--- config.mk ---
export PLATFORM = sky130hd
export DESIGN_NAME = usb_tx_data_buffer
export DESIGN_NICKNAME = d
export VERILOG_FILES = /design/src/rtl/usb_pkg.sv /design/src/rtl/usb_buf_mem.sv /design/src/rtl/usb_tx_data_buffer.sv
export SDC_FILE = /design/constraint.sdc
export NUM_CORES = 2
export LEC_CHECK = 0
export CAP_MARGIN = 20
export CORE_MARGIN = 2
export CORE_UTILIZATION = 25
export DETAILED_ROUTE_END_ITERATION = 10
export MAX_ROUTING_LAYER = met4
export PLACE_DENSITY = 0.45
export SLEW_MARGIN = 20
export SYNTH_ARGS = -nofsm -noshare
export SYNTH_HDL_FRONTEND = slang
export SYNTH_SLANG_ARGS = --single-unit
--- constraint.sdc ---
create_clock -name clk_i -period 11.2 [get_ports clk_i]
set_input_delay 2.24 -clock clk_i [delete_from_list [all_inputs] [get_ports clk_i]]
set_output_delay 2.24 -clock clk_i [all_outputs]
set_load 0.03 [all_outputs]
--- src/rtl/usb_pkg.sv ---
// Shared USB definitions.
//  - TX data buffer sizing: depth, pointer width and occupancy width.
//  - tx_packet_t: packet kind requested of usb_tx.
package usb_pkg;

   localparam int unsigned USB_BUF_DEPTH = 64;
   localparam int unsigned USB_BUF_PTR_W = 6;
   localparam int unsigned USB_BUF_OCC_W = 7;

   typedef enum logic [1:0] {
      TX_IDLE      = 2'd0,
      TX_SEND_DATA = 2'd1,
      TX_NAK       = 2'd2,
      TX_ACK       = 2'd3
   } tx_packet_t;

endpackage

--- src/rtl/usb_buf_mem.sv ---
// Byte-wide flop array for the TX data buffer.
// Ports:
//  clk_i        clock, rising edge
//  we_i         write strobe
//  wr_be_i      byte-lane enables; lane k writes wr_data_i[8k+7:8k] to wr_addr_i+k
//  wr_addr_i    base write address; lane addresses wrap modulo Depth
//  wr_data_i    four write byte-lanes, lane 0 in [7:0]
//  rd_addr_i    asynchronous read address
//  rd_data_o    byte at rd_addr_i
module usb_buf_mem
   import usb_pkg::*;
#(
   parameter int unsigned Depth = USB_BUF_DEPTH,
   parameter int unsigned PtrW  = USB_BUF_PTR_W
) (
   input  logic            clk_i,
   input  logic            we_i,
   input  logic [3:0]      wr_be_i,
   input  logic [PtrW-1:0] wr_addr_i,
   input  logic [31:0]     wr_data_i,
   input  logic [PtrW-1:0] rd_addr_i,
   output logic [7:0]      rd_data_o
);

   logic [7:0]      mem_q [Depth];
   logic [PtrW-1:0] lane_addr [4];

   // Pointer-width addition wraps a straddling store from Depth-1 to 0.
   always_comb begin
      for (int k = 0; k < 4; k++) begin
         lane_addr[k] = wr_addr_i + PtrW'(k);
      end
   end

   // Contents are not reset; occupancy alone decides what is valid.
   always_ff @(posedge clk_i) begin
      for (int k = 0; k < 4; k++) begin
         if (we_i && wr_be_i[k]) begin
            mem_q[lane_addr[k]] <= wr_data_i[8*k +: 8];
         end
      end
   end

   assign rd_data_o = mem_q[rd_addr_i];

endmodule

--- src/rtl/usb_tx_data_buffer.sv ---
// TX-side packet data FIFO feeding usb_tx. The AHB slave pushes 1-4 bytes per store
// (little endian), usb_tx pops one byte per get. The head byte is shown ahead.
// Ports:
//  clk_i                  clock, rising edge
//  n_rst_i                asynchronous active-low reset
//  flush_i                synchronous clear; overrides same-cycle store/get
//  store_tx_data_i        push request
//  store_size_i           bytes to push, 1..4 (other values do nothing)
//  tx_data_i              push data, byte 0 in [7:0] enters first
//  get_tx_packet_data_i   pop request
//  tx_packet_data_o       head byte, 8'h00 when empty
//  buffer_occupancy_o     bytes held, 0..Depth
//  buffer_full_o          occupancy == Depth
//  buffer_empty_o         occupancy == 0
//  overflow_o             one-cycle pulse after a rejected store
//  underflow_o            one-cycle pulse after a get on empty
module usb_tx_data_buffer
   import usb_pkg::*;
#(
   parameter int unsigned Depth = USB_BUF_DEPTH,
   parameter int unsigned PtrW  = USB_BUF_PTR_W,
   parameter int unsigned OccW  = USB_BUF_OCC_W
) (
   input  logic            clk_i,
   input  logic            n_rst_i,
   input  logic            flush_i,
   input  logic            store_tx_data_i,
   input  logic [2:0]      store_size_i,
   input  logic [31:0]     tx_data_i,
   input  logic            get_tx_packet_data_i,
   output logic [7:0]      tx_packet_data_o,
   output logic [OccW-1:0] buffer_occupancy_o,
   output logic            buffer_full_o,
   output logic            buffer_empty_o,
   output logic            overflow_o,
   output logic            underflow_o
);

   localparam logic [OccW-1:0] OccDepth = OccW'(Depth);
   localparam logic [PtrW-1:0] PtrOne   = PtrW'(1);

   logic [PtrW-1:0] wr_ptr_q, wr_ptr_d;
   logic [PtrW-1:0] rd_ptr_q, rd_ptr_d;
   logic [OccW-1:0] occ_q, occ_d;
   logic            overflow_q, overflow_d;
   logic            underflow_q, underflow_d;

   logic            empty;
   logic            size_ok;
   logic            pop;
   logic            push;
   logic [OccW-1:0] occ_eff;
   logic [OccW-1:0] space;
   logic [OccW-1:0] size_occ;
   logic [3:0]      lane_be;
   logic [7:0]      rd_data;

   assign empty    = (occ_q == '0);
   assign size_ok  = (store_size_i != 3'd0) && (store_size_i <= 3'd4);
   assign size_occ = OccW'(store_size_i);

   // A pop in the same cycle frees its slot for the store.
   assign pop     = get_tx_packet_data_i && !empty && !flush_i;
   assign occ_eff = occ_q - OccW'(pop);
   assign space   = OccDepth - occ_eff;
   assign push    = store_tx_data_i && size_ok && (space >= size_occ) && !flush_i;

   always_comb begin
      for (int k = 0; k < 4; k++) begin
         lane_be[k] = (3'(k) < store_size_i);
      end
   end

   always_comb begin
      wr_ptr_d    = wr_ptr_q;
      rd_ptr_d    = rd_ptr_q;
      occ_d       = occ_q;
      overflow_d  = 1'b0;
      underflow_d = 1'b0;
      if (flush_i) begin
         wr_ptr_d = '0;
         rd_ptr_d = '0;
         occ_d    = '0;
      end else begin
         if (pop) begin
            rd_ptr_d = rd_ptr_q + PtrOne;
         end
         if (push) begin
            wr_ptr_d = wr_ptr_q + PtrW'(store_size_i);
         end
         occ_d       = occ_eff + (push ? size_occ : '0);
         // Insufficient space drops the whole store; bad sizes are silent no-ops.
         overflow_d  = store_tx_data_i && size_ok && !push;
         underflow_d = get_tx_packet_data_i && empty;
      end
   end

   always_ff @(posedge clk_i or negedge n_rst_i) begin
      if (!n_rst_i) begin
         wr_ptr_q    <= '0;
         rd_ptr_q    <= '0;
         occ_q       <= '0;
         overflow_q  <= 1'b0;
         underflow_q <= 1'b0;
      end else begin
         wr_ptr_q    <= wr_ptr_d;
         rd_ptr_q    <= rd_ptr_d;
         occ_q       <= occ_d;
         overflow_q  <= overflow_d;
         underflow_q <= underflow_d;
      end
   end

   usb_buf_mem #(
      .Depth (Depth),
      .PtrW  (PtrW)
   ) u_mem (
      .clk_i     (clk_i),
      .we_i      (push),
      .wr_be_i   (lane_be),
      .wr_addr_i (wr_ptr_q),
      .wr_data_i (tx_data_i),
      .rd_addr_i (rd_ptr_q),
      .rd_data_o (rd_data)
   );

   assign tx_packet_data_o   = empty ? 8'h00 : rd_data;
   assign buffer_occupancy_o = occ_q;
   assign buffer_full_o      = (occ_q == OccDepth);
   assign buffer_empty_o     = empty;
   assign overflow_o         = overflow_q;
   assign underflow_o        = underflow_q;

endmodule

# Word-level counts from Yosys, hierarchy flattened
# Memories as Yosys holds them, arrays and structs flattened.
# Index checks and enable logic that the tools add are counted.
# word_totals
reg_bits	21
mem_bits_rw	512
inputBits	40
n_memories	1
# classes
n_addsub	8
magnitude_cmp	6
n_eq_ne	1
muxes	17
n_reduce_logical	19
# memory_table
memory	depth	word_bits	rd	rd_ports_with_merged_regs	wr	line_no	source
u_mem.mem_q	64	8	1	0	4	usb_buf_mem.sv:25	logic [7:0] mem_q [Depth];
# op_table
op	count
6-bit two-way mux	4
6-bit by 1-bit adder with 6-bit output (second input constant)	2
6-bit by 2-bit adder with 6-bit output (second input constant)	2
1-bit logical AND	12
1-bit two-way mux	10
8-bit two-way mux	1
7-bit by 3-bit adder with 7-bit output	1
7-bit == test (second input constant)	1
7-bit by 3-bit >= comparator with 1-bit output	1
7-bit zero test	1
7-bit two-way mux	1
7-bit by 1-bit subtractor with 7-bit output	1
7-bit subtractor (first input constant)	1
6-bit by 3-bit adder with 6-bit output	1
1-bit by 3-bit < comparator with 1-bit output (first input constant)	2
2-bit by 3-bit < comparator with 1-bit output (first input constant)	2
2-bit nonzero test	2
3-bit <= comparator (second input constant)	1
1-bit zero test	3
3-bit two-way mux	1
3-bit nonzero test	1

# Logic depth before layout (Yosys ltp)
# depth
ltp_word	12
depth_mapped	26
mapped_depth_nobuf	23

# Modules after synthesis
# From an unflattened synthesis, not the netlist that was laid out.
# unflattened
cells_unflattened	4094
hier_area_um2	40800.4
# modules_own_cells
mod	n_inst	cells_per_inst	area_each_um2	seq_area_each_um2
usb_buf_mem	1	3922	39203.8	15374.7
usb_tx_data_buffer	1	172	1596.5	525.5

# Least setup slack after synthesis
# No wires, ideal clock.
# synth_timing
path_type	input-to-reg
start	input flush_i
end	register occ_q[6], in the netlist buffer_occupancy_o[6]
t_arrival_ns	6.613
path_slack_ns	4.455
path_stages	23
n_path_buf	4
cell_sequence	clkbuf_1 -> clkbuf_1 -> nor2_1 -> ha_1 -> ha_1 -> ha_1 -> ha_1 -> a21o_1 -> a211oi_1 -> nand3_1 -> o22ai_1 -> buf_4 -> buf_4 -> a211oi_4 -> and2_1 -> ha_1 -> fa_1 -> a21oi_1 -> nor2_1 -> nor3_1 -> a21oi_1 -> xor2_1 -> nor2_1
# synth_between
elab_chain_len	10
# synth_lines
item	line_no	source
start, declared	usb_tx_data_buffer.sv:26	input logic flush_i,
1-bit zero test	usb_tx_data_buffer.sv:63, usb_tx_data_buffer.sv:66	
1-bit logical AND	usb_tx_data_buffer.sv:63	assign pop = get_tx_packet_data_i && !empty && !flush_i;
7-bit by 1-bit subtractor with 7-bit output	usb_tx_data_buffer.sv:64	assign occ_eff = occ_q - OccW'(pop);
7-bit subtractor	usb_tx_data_buffer.sv:65	assign space = OccDepth - occ_eff;
7-bit by 3-bit >= comparator with 1-bit output	usb_tx_data_buffer.sv:66	assign push = store_tx_data_i && size_ok && (space >= size_occ) && !flush_i;
1-bit logical AND (2 in a row)	usb_tx_data_buffer.sv:66	
3-bit two-way mux	usb_tx_data_buffer.sv:91	occ_d = occ_eff + (push ? size_occ : '0);
7-bit by 3-bit adder with 7-bit output	usb_tx_data_buffer.sv:91	
7-bit two-way mux (*)	usb_tx_data_buffer.sv:80	if (flush_i) begin
net occ_d[6]	usb_tx_data_buffer.sv:44	logic [OccW-1:0] occ_q, occ_d;
end signal, assigned	usb_tx_data_buffer.sv:102	occ_q <= '0;
end signal, assigned	usb_tx_data_buffer.sv:108	occ_q <= occ_d;
end, declared	usb_tx_data_buffer.sv:44	
# The timed path passes the listed nets; every way through them passes the cells marked *.
# A chain may end at the register's enable or synchronous reset.

==> results by group <==
Worst setup path
  • Maximum fanout along the worst path: 103
  • Worst path slowest cell: clkdlybuf4s50_1
  • Buf/Inv on CP: 3
  • Cell depth of the worst flop-to-flop path: 16
  • Crit-path cells: clkdlybuf4s50_1, nor2_1, ha_1, ha_1, ha_1, nand2b_1, or4_4, and3_4, nor2_4, buf_12, buf_4, a21oi_2, a32oi_4, o211ai_1
  • CP top delay family: buffers and inverters
  • Reg2reg end: u_mem.mem_q[8][7]
  • Critical Path Source Type: input pin
  • FF-to-FF setup slack: 4690 ps
  • Critical path class: in2reg
  • WP data arrival: 7670 ps
  • Data required, critical path: 11480 ps
  • Critical R2R Launch: buffer_occupancy_o[2]
  • Crit path top cell by count: ha_1
  • Critical Path Sink Type: flip-flop
  • Slowest Stage Delay on Critical Path: 780 ps

Placed design
  • HPWL Detailed: 146000 µm
  • Cells after DPL: 5966
  • Number of port buffers: 58
  • Placed Area: 43400 µm²
  • GPL Wtd Cong: 0.993

Floorplan
  • Core Footprint: 162000 µm²
  • Starting Density: 25.1%
  • Die Span X: 408 µm
  • # rows: 148
  • Full die area: 166000 µm²
  • Height of the die: 408 µm
  • I/O Pins: 59

Timing
  • Setup TNS: 0 ps
  • Worst rel slew slack: 15.5%
  • RSZ-0062 raised after global routing: false
  • Max Freq: 135 MHz
  • Setup violators final: 0
  • Hold Fails Final Rpt: 0
  • Worst-Margin Slew: 1270 ps
  • Final slew viol count: 0
  • Final period util: 66.0%
  • Fin crit period: 7390 ps
  • Setup Skew: 43.4 ps

Clock network
  • Clk buf depth: 3
  • Root Buffer: clkbuf_16
  • CTS Buf Count: 73
  • Htree depth: 3
  • Post-CTS sizing: 0
  • Worst-path clk slew: 60 ps
  • Clock sink count: 533
  • Worst-Skew Late Latency: 700 ps
  • Post-CTS setup buffer count: 0
  • Hold_buf cts: 0
  • CTS tree: yes

Route
  • Vias per cell: 6.69
  • Detailed Routing Iterations Pass 1: 10
  • DR DRC count: 0
  • Initial DRC count: 7604
  • Vias: 40936
  • WL per Instance: 36.8 µm
  • Routed Antenna Nets: 0
  • Final WL: 225000 µm

Layout
  • Layout cell share with drive strength beyond 1: 19.0%
  • Final Non-Filler Cells: 6119
  • Nets: 3926
  • Area grow syn2layout: 12.8%
  • Reg area: 15900 µm²
  • Cell area after layout: 46000 µm²
  • Post-layout util: 28.3%
  • Fill cell total of the finished layout: 16895
  • Multi-input gate area: 22900 µm²

Logic synthesis
  • #FFs+latches synth: 533
  • Post-synthesis sequential area ratio: 39.0%
  • Netlist cell types: 96
  • Number of synthesized flops with an enable pin: 512
  • Synth top area share: 37.7%
  • Synth Instances: 4071
  • Top FF cell, synth: edfxtp_1
  • Async SR Flop Fraction: 3.94%
  • Synthesized Nets: 4128
  • Synth Cell Area: 40800 µm²
  • Synth area leaders: edfxtp_1 38%, mux4_2 9.3%, o22ai_1 6.2%, a221oi_1 4.5%, o21ai_0 3.4%
  • YS warnings: 0
  • Leading area contributor after synthesis: edfxtp_1
  • Avg Inst Size Synth: 10.0 µm²

Global route
  • Total Routing Usage GR: 26.7%
  • Antenna violations before repair: 25
  • Grt total ovfl: 0
  • Vias in the first global route: 38075
  • First-pass GRT wire length: 310000 µm
  • Largest net degree at the start of global routing: 139

Power and ir drop
  • P per Cell Area: 222 nW/µm²
  • Peak supply drop: 0.710 mV
  • Switching Share: 53.5%
  • Int Pwr: 4.74 mW
  • Gate power share: 52.9%
  • Leakage power figure: 13.4 nW
  • Psw: 5.46 mW
  • Flop pwr share: 22.6%
  • Clock network power share: 24.5%

Hold path
  • Hold depth: 2
  • Hold EP: rd_ptr_q[3]
  • Hold crit path type: reg2reg
  • Worst Min Path Start: rd_ptr_q[3]

Flow run
  • Max-cap violations: 0

Status
  • Status: finished, final reports clean
==> how the worst max path moves through the flow <==
stage,startpoint,endpoint,slack [ps],cells past startpoint
2_1_floorplan,flush_i,buffer_occupancy_o[6],4450,23
3_3_place_gp,flush_i,u_mem.mem_q[63][2],3300,13
3_5_place_dp,flush_i,u_mem.mem_q[63][6],3210,13
4_1_cts,flush_i,u_mem.mem_q[63][6],3890,13
5_1_grt,flush_i,u_mem.mem_q[27][2],3620,13
6_report,flush_i,u_mem.mem_q[8][7],3810,14
==> sequential cells by signal (all words and copies together) (netlist names) <==
name and flops:
underflow_o 1, wr_ptr_q 6, u_mem.mem_q 512, overflow_o 1, buffer_occupancy_o 7, rd_ptr_q 6
==> cells by family (layout without fill, tap and decap cells) <==
kind of cell	count (synthesis)	count (layout)	share of synthesized area, %
AO/OA/AOI/OAI	1858	1858	33.8
AND/OR/NAND/NOR	861	861	9.35
buffers and inverters	539	397	5.75
flip-flops	533	533	39.0
multiplexers	238	238	11.0
XOR/XNOR	25	25	0.537
adder cells (fa/ha/maj)	17	17	0.559
other	0	15	0
==> cells in the final DEF, fill, tap and decap left out, types with 69 or more instances in the layout <==
master | synthesis | final
clkbuf_16 | 0 | 75
nor2_1 | 272 | 261
o21ai_0 | 274 | 266
buf_4 | 18 | 164
o22ai_1 | 401 | 400
a21oi_1 | 221 | 218
a32oi_1 | 74 | 74
mux2i_1 | 69 | 69
a211oi_1 | 117 | 95
mux4_2 | 168 | 168
o31ai_1 | 83 | 83
a221oi_1 | 210 | 210
nand2_1 | 313 | 313
edfxtp_1 | 512 | 512
a22oi_1 | 72 | 72
nand3_1 | 122 | 120
==> power groups by stage <==
stage,Clock [mW],Sequential (mW),Combinational (mW)
floorplan,0,2.31,3.65
global placement,0,2.35,5.14
detailed placement,0,2.35,5.17
CTS,2.50,2.31,5.18
global route,2.58,2.31,5.51
finish,2.50,2.31,5.39
==> tightest hold or removal path, stage by stage, from the launching register on <==
cell	delay, ps
dfrtp_2	400
xor2_1	70
nor2_1	80
==> metrics by stage <==
step | hold slack [ps] | total power, mW | setup slack [ps]
final | 597 | 10.2 | 3810
after global routing | 659 | 10.4 | 3620
after CTS | 594 | 9.99 | 3890
after detailed placement | 581 | 7.52 | 3210
after global placement | 563 | 7.48 | 3300
after floorplan | 593 | 5.97 | 4450
==> cell type report <==
| class | count | share of cell area (%) |
|---|---|---|
| inverter | 42 | 0.345 |
| clock inverter | 48 | 1.21 |
| tap | 2175 | 5.92 |
| sequential | 533 | 34.6 |
| timing repair buffer | 220 | 3.97 |
| multi-input combinational | 2999 | 49.7 |
| antenna | 15 | 0.0816 |
| clock buffer | 87 | 4.18 |
==> metal layers <==
layer  global-route usage [%]  part of all wire [%]
met1                     34.9                    39
met4                     13.1                   6.0
met5                        -                     0
met2                     37.7                    42
met3                     7.66                    13
==> synth_stat cells (18+ instances only) <==
| cell | instances |
|---|---|
| a21oi_1 | 221 |
| o2111ai_1 | 37 |
| edfxtp_1 | 512 |
| o211ai_1 | 60 |
| clkbuf_1 | 323 |
| buf_2 | 95 |
| o21ai_0 | 274 |
| o221a_2 | 56 |
| nor2_1 | 272 |
| nand3_1 | 122 |
| dfrtp_1 | 21 |
| buf_1 | 44 |
| a32oi_1 | 74 |
| nor2b_1 | 18 |
| o211ai_2 | 57 |
| nand2_1 | 313 |
| mux2i_1 | 69 |
| a22oi_1 | 72 |
| o21ai_1 | 18 |
| inv_1 | 35 |
| nor3_1 | 27 |
| o22ai_1 | 401 |
| buf_4 | 18 |
| a211oi_1 | 117 |
| mux4_2 | 168 |
| o2111ai_2 | 20 |
| a221oi_1 | 210 |
| o31ai_1 | 83 |
(Power assumes the default switching activity.)
